## config.mk

```make
export PLATFORM = sky130hd
export DESIGN_NAME = ppgen_pipe
export DESIGN_NICKNAME = d
export VERILOG_FILES = /design/src/rtl/mult_pkg.sv /design/src/rtl/ppgen_row.sv /design/src/rtl/ppgen_pipe.sv
export SDC_FILE = /design/constraint.sdc
export NUM_CORES = 1
export LEC_CHECK = 0
export CAP_MARGIN = 0
export CELL_PAD_IN_SITES_DETAIL_PLACEMENT = 0
export CELL_PAD_IN_SITES_GLOBAL_PLACEMENT = 1
export CORE_AREA = 5 5 142 144
export DETAILED_ROUTE_END_ITERATION = 6
export DIE_AREA = 0 0 147 149
export PLACE_DENSITY_LB_ADDON = 0.1
export SYNTH_ARGS = -nofsm -noshare
export SYNTH_HDL_FRONTEND = slang
export SYNTH_SLANG_ARGS = --single-unit
```

## constraint.sdc

```tcl
create_clock -name clk -period 2.7 [get_ports clk]
set_input_delay 0.81 -clock clk [delete_from_list [all_inputs] [get_ports clk]]
set_output_delay 0.81 -clock clk [all_outputs]
set_load 0.005 [all_outputs]
```

## src/rtl/mult_pkg.sv

```systemverilog
// rtl/mult_pkg.sv - shared constants, types and PP rule for the 12b approximate multiplier
package mult_pkg;

    localparam int W      = 12;
    localparam int PP_W   = W * W;
    localparam int PROD_W = 2 * W;

    // Row i of the array holds the partial product for multiplier bit b[i]
    typedef logic [W-1:0][W-1:0] pp_arr_t;

    // Modified Baugh-Wooley partial products; correction constants are left to ppcom
    function automatic logic [PP_W-1:0] bw_pp(input logic [W-1:0] a, input logic [W-1:0] b);
        logic [PP_W-1:0] pp;
        pp = '0;
        for (int i = 0; i < W; i++) begin
            for (int j = 0; j < W; j++) begin
                pp[W*i+j] = (a[j] & b[i]) ^ ((i == W-1) ^ (j == W-1));
            end
        end
        return pp;
    endfunction

endpackage

```

## src/rtl/ppgen_row.sv

```systemverilog
// rtl/ppgen_row.sv - one Baugh-Wooley partial-product row
module ppgen_row
    import mult_pkg::*;
(
    input  logic [W-1:0] a,
    input  logic         bi,
    input  logic         is_last_row,
    output logic [W-1:0] row
);

    // Sign column is inverted on ordinary rows; all other columns are inverted on the last row
    assign row = (a & {W{bi}}) ^ {~is_last_row, {(W-1){is_last_row}}};

endmodule

```

## src/rtl/ppgen_pipe.sv

```systemverilog
// rtl/ppgen_pipe.sv - two-stage handshaked partial-product generator
module ppgen_pipe
    import mult_pkg::*;
#(
    parameter int TAG_W = 4
)(
    input  logic              clk,
    input  logic              rst_n,
    input  logic              in_valid,
    output logic              in_ready,
    input  logic [W-1:0]      in_a,
    input  logic [W-1:0]      in_b,
    input  logic [TAG_W-1:0]  in_tag,
    output logic              out_valid,
    input  logic              out_ready,
    output logic [PP_W-1:0]   pp_out,
    output logic [TAG_W-1:0]  out_tag,
    output logic              out_zero
);

    logic              s1_valid_q, s1_valid_d;
    logic [W-1:0]      a_q, a_d;
    logic [W-1:0]      b_q, b_d;
    logic [TAG_W-1:0]  tag1_q, tag1_d;
    logic              zero1_q, zero1_d;
    logic              s2_valid_q, s2_valid_d;
    logic [PP_W-1:0]   pp_q, pp_d;
    logic [TAG_W-1:0]  tag2_q, tag2_d;
    logic              zero2_q, zero2_d;

    logic              s1_ready;
    logic              s2_ready;
    logic              in_fire;
    logic              s1_fire;
    pp_arr_t           pp_rows;

    // One row generator per multiplier bit, fed from the S1 operand registers
    for (genvar gi = 0; gi < W; gi++) begin : g_row
        ppgen_row u_row (
            .a           (a_q),
            .bi          (b_q[gi]),
            .is_last_row (1'(gi == W-1)),
            .row         (pp_rows[gi])
        );
    end

    // Ready chain and stage advance; a stage accepts when empty or when it is draining this cycle
    always_comb begin
        s2_ready   = !s2_valid_q || out_ready;
        s1_ready   = !s1_valid_q || s2_ready;
        in_fire    = in_valid && s1_ready;
        s1_fire    = s1_valid_q && s2_ready;

        s1_valid_d = in_fire || (s1_valid_q && !s2_ready);
        a_d        = in_fire ? in_a : a_q;
        b_d        = in_fire ? in_b : b_q;
        tag1_d     = in_fire ? in_tag : tag1_q;
        zero1_d    = in_fire ? ((in_a == '0) || (in_b == '0)) : zero1_q;

        s2_valid_d = s1_fire || (s2_valid_q && !out_ready);
        pp_d       = s1_fire ? PP_W'(pp_rows) : pp_q;
        tag2_d     = s1_fire ? tag1_q : tag2_q;
        zero2_d    = s1_fire ? zero1_q : zero2_q;
    end

    // Stage registers; reset drops every in-flight transaction
    always_ff @(posedge clk or negedge rst_n) begin
        if (!rst_n) begin
            s1_valid_q <= 1'b0;
            a_q        <= '0;
            b_q        <= '0;
            tag1_q     <= '0;
            zero1_q    <= 1'b0;
            s2_valid_q <= 1'b0;
            pp_q       <= '0;
            tag2_q     <= '0;
            zero2_q    <= 1'b0;
        end else begin
            s1_valid_q <= s1_valid_d;
            a_q        <= a_d;
            b_q        <= b_d;
            tag1_q     <= tag1_d;
            zero1_q    <= zero1_d;
            s2_valid_q <= s2_valid_d;
            pp_q       <= pp_d;
            tag2_q     <= tag2_d;
            zero2_q    <= zero2_d;
        end
    end

    assign in_ready  = s1_ready;
    assign out_valid = s2_valid_q;
    assign pp_out    = pp_q;
    assign out_tag   = tag2_q;
    assign out_zero  = zero2_q;

endmodule

```

[Word level (Yosys, flattened, before mapping)]
Index checks and enable logic that the tools add are counted.
Cells by class
  bitwise logic cells: 24
  reductions and logical operators: 15
Operators by type and width (count)
  12-bit bitwise AND: 12
  12-bit logical NOT: 2
  1-bit NOT: 11
  11-bit NOT: 1
  1-bit logical OR: 5
  1-bit logical AND: 4
  1-bit logical NOT: 4
Word-level totals
  bits in registers: 180
  output and inout bits: 151
  logic and storage cells: 48

[Depth between registers and ports, before layout]
Gate-level depths: netlist of run 1.
  depth after elaboration: 5
  depth in mapped cells: 6
  depth with buffers taken out: 3

[Hierarchy]
From an unflattened synthesis of run 1, not the netlist that was laid out.
Unflattened totals
  cells, all modules: 705
  area total of the unflattened synthesis: 9351.5 µm²
By module, submodules not included
  ppgen_pipe: times used 1, cells each 393, area each 7279.5 µm², seq. area each 4504.3 µm²
  ppgen_row: times used 12, cells each 26, area each 172.7 µm², seq. area each 0.0 µm²

[Worst setup path before layout of run 1]
No wires, ideal clock.
  path type: input to register
  from: input out_ready
  to: register tag2_q[3] (netlist: out_tag[3])
  setup time: 125 ps
  data arrival time: 1687 ps
  data required time: 2575 ps
  path slack: 888 ps
  stages on the path: 5
  path through: nand2b_1 > buf_4 > nand2_4 > buf_6 > mux2_2
On the way
  word-level cells in the longest chain between the ends: 2
RTL lines
  start, declared: RTL line ppgen_pipe.sv:15  | input logic out_ready,
  1-bit logical OR: RTL line ppgen_pipe.sv:49  | s2_ready = !s2_valid_q || out_ready;
  1-bit logical AND: RTL line ppgen_pipe.sv:52  | s1_fire = s1_valid_q && s2_ready;
  end signal, assigned: RTL line ppgen_pipe.sv:86  | tag2_q <= tag2_d;
  end, declared: RTL line ppgen_pipe.sv:28  | logic [TAG_W-1:0] tag2_q, tag2_d;
Every way passes these cells.
A chain may end at the register's enable or synchronous reset.

[Final worst setup path of run 1]
  from: input out_ready
  to: output in_ready
On the way
  word-level cells in the longest chain between the ends: 2
RTL lines
  1-bit logical OR: RTL line ppgen_pipe.sv:49
  1-bit logical OR: RTL line ppgen_pipe.sv:50  | s1_ready = !s1_valid_q || s2_ready;
  end, declared: RTL line ppgen_pipe.sv:10  | output logic in_ready,
Every way passes these cells.

==> impl_metrics.env, run 1 <==
export IMPL_die_h_um=149
export IMPL_crit_arrival_ns=1.64
export IMPL_antenna_found_initial=2
export IMPL_synthesis_area_um2=7711
export IMPL_setup_slack_ns=0.2494
export IMPL_drt_pre_antenna_iters=5
export IMPL_r2r_slack_ns=0.95
export IMPL_holdBufCountCts=0
export IMPL_initial_core_util_pct=41.50
export IMPL_worstReg2RegEnd="pp_out[7]"
export IMPL_cts_resized=1
export IMPL_coreArea_um2=18580
export IMPL_gp_congestion=0.7634
export IMPL_critical_path_class="input pin to primary output"
export IMPL_ant_nets=0
export IMPL_dpl_cell_area_um2=9792
export IMPL_fmax_ghz=0.4081
export IMPL_period_minus_slack_ns=2.451
export IMPL_clock_path_buffers=2
export IMPL_finalNetCount=889
export IMPL_synthMuxAreaShare_pct=20.66
export IMPL_drt_total_wl_um=21250
export IMPL_syn_num_nets=720
export IMPL_status="complete, no violations"
export IMPL_final_cells=1104
export IMPL_clkLatencyLatePin_ns=0.43
export IMPL_cap_violations=0
export IMPL_whs_ns=0.3858
export IMPL_drtIter0Drc=384
export IMPL_grt_pass1_vias=5749
export IMPL_ir_worst_vdd_uv=459.5
export IMPL_grt_max_degree=67
export IMPL_ios=183
export IMPL_cp_start_kind="input pin"
export IMPL_skew_ns=0.01132
export IMPL_grt_pass1_wl_um=33670
export IMPL_grt_usage_pct=19.99
export IMPL_yosys_warnings=0
export IMPL_antenna_cells=0
export IMPL_cts_buffers=17
export IMPL_cp_slowest_cell="clkdlybuf4s50_1"
export IMPL_r2r_start="s1_valid_q"
export IMPL_finalCritPeriodShare_pct=90.76
export IMPL_fin_util_pct=55.88
export IMPL_syn_area_per_cell_um2=11.21
export IMPL_cp_cell_sequence="clkdlybuf4s50_1 > nand3b_4 > dlygate4sd2_1"
export IMPL_p_leak_nw=4.975
export IMPL_synth_xor_area_share_pct=0
export IMPL_synth_top_family_by_area="multiplexers"
export IMPL_synth_seq_cells=180
export IMPL_powerDensity_nw_per_um2=822.8
export IMPL_htree_num_levels=4
export IMPL_slew_headroom_pct=39.26
export IMPL_slowest_delay_ns=0.41
export IMPL_clk_pin_slew_ns=0.07
export IMPL_slew_viol_final=0
export IMPL_synth_compound_area_share_pct=4.105
export IMPL_seq_area_frac_synth_pct=58.41
export IMPL_vias=5451
export IMPL_place_hpwl_um=14200
export IMPL_setup_viol=0
export IMPL_crit_required_ns=1.89
export IMPL_critical_path_endpoint_type="primary output"
export IMPL_post_place_ws_ns=-0.02377
export IMPL_synthAdderAreaFrac_pct=0
export IMPL_final_hold_violation_count=0
export IMPL_design_area_um2=10380
export IMPL_cts_setup_buffers=0
export IMPL_rsz0062_at_grt="false"
export IMPL_power_mw=8.542
export IMPL_yosys_area_share_simple_pct=7.285
export IMPL_rows=50
export IMPL_grt_overflow_total=0
export IMPL_critPathMaxFanout=2
export IMPL_die_width_um=147
export IMPL_tightest_slew_ns=0.9111
export IMPL_dieArea_um2=21900
export IMPL_cts_sinks=180
export IMPL_portBuffers=182
export IMPL_dp_cells=1072
export IMPL_fin_tns_setup_ns=0
export IMPL_cts_tree="yes"
export IMPL_vias_per_cell=4.938
export IMPL_syn2layout_area_growth_pct=34.64
export IMPL_wl_per_cell_um=19.24
export IMPL_synth_cell_types=20
export IMPL_hp_class="input pin to async pin"
export IMPL_drc_errors=0
export IMPL_synthCells=688
export IMPL_r2r_cells=4
export IMPL_cts_root_buffer="clkbuf_16"
export IMPL_drive_gt1_share_pct=9.540
-- worst max-delay path, delay by kind of cell --
family	cells	cell delay, ns
buffers and inverters	2	0.67
and+or+nand+nor	1	0.16
-- sequential cells by signal (all words and copies together), names as in the netlist --
register / count
pp_out: 144
out_tag: 4
s1_valid_q: 1
zero1_q: 1
tag1_q: 4
out_zero: 1
a_q: 12
out_valid: 1
b_q: 12
-- logic make-up after synthesis --
family,Yosys count
flip-flops,180
buffers and inverters,171
multiplexers,155
AND/OR/NAND/NOR,136
AO/OA/AOI/OAI,46
-- layout make-up --
type	instances	area, um2
tap	234	292.8
timing repair buffer	199	2052
sequential	180	4506
clock buffer	19	442.9
clock inverter	13	148.9
inverter	122	457.9
fill	1594	8198
multi-input combinational	337	2482
-- cell usage in the layout (no fill, tap or decap), types with 6 or more instances in the layout --
cell,count
nand2_1,122
a21oi_1,23
buf_12,8
clkdlybuf4s50_1,180
mux2i_1,122
buf_4,9
clkinvlp_4,6
a41oi_1,23
dfrtp_1,179
mux2_2,29
nor4_1,6
inv_1,122
clkbuf_16,17
-- synth_stat cells --
cell type	number	area, um2
dfrtp_1	180	4504
inv_1	122	457.9
mux2i_1	122	1221
nand2_1	122	457.9
mux2_2	29	326.6
clkbuf_1	28	105.1
a21oi_1	23	115.1
a41oi_1	23	201.4
buf_4	13	97.59
nor4_1	6	37.54
mux2_1	4	45.04
buf_2	3	15.01
buf_8	3	45.04
nand2b_1	3	18.77
nand3_1	2	10.01
buf_1	1	3.750
buf_6	1	11.26
nand2_2	1	6.260
nand2_4	1	11.26
nand3b_4	1	20.02
-- per-layer routing --
metal,global-route usage (%),share of wire [%],vias up
li1,-,-,2544
met1,26.60,45,2719
met2,32.24,47,160
met3,5.561,5.8,24
met4,5.778,1.7,4
met5,0,0.099,-
-- how the worst max path moves through the flow --
stage / start / to / cells after the start
2_1_floorplan: out_ready / out_tag[3] / 5
3_3_place_gp: out_ready / in_ready / 3
3_5_place_dp: out_ready / in_ready / 3
4_1_cts: out_ready / in_ready / 3
5_1_grt: out_ready / in_ready / 3
6_report: out_ready / in_ready / 3
-- where the power goes --
part           internal, mW  leakage, nW  switching [mW]  total (mW)
Sequential             3.27         2.21           0.623        3.89
Combinational          1.37         2.49           0.810        2.18
Clock                  1.40        0.269            1.07        2.47
No activity file was read; power rests on OpenSTA's default activity.
==> inputs of run 2 (changes only) <==
- CAP_MARGIN: 0 -> unset
==> results of run 2 <==
No change in the layout: final DEF, timing and power equal those of run 1.
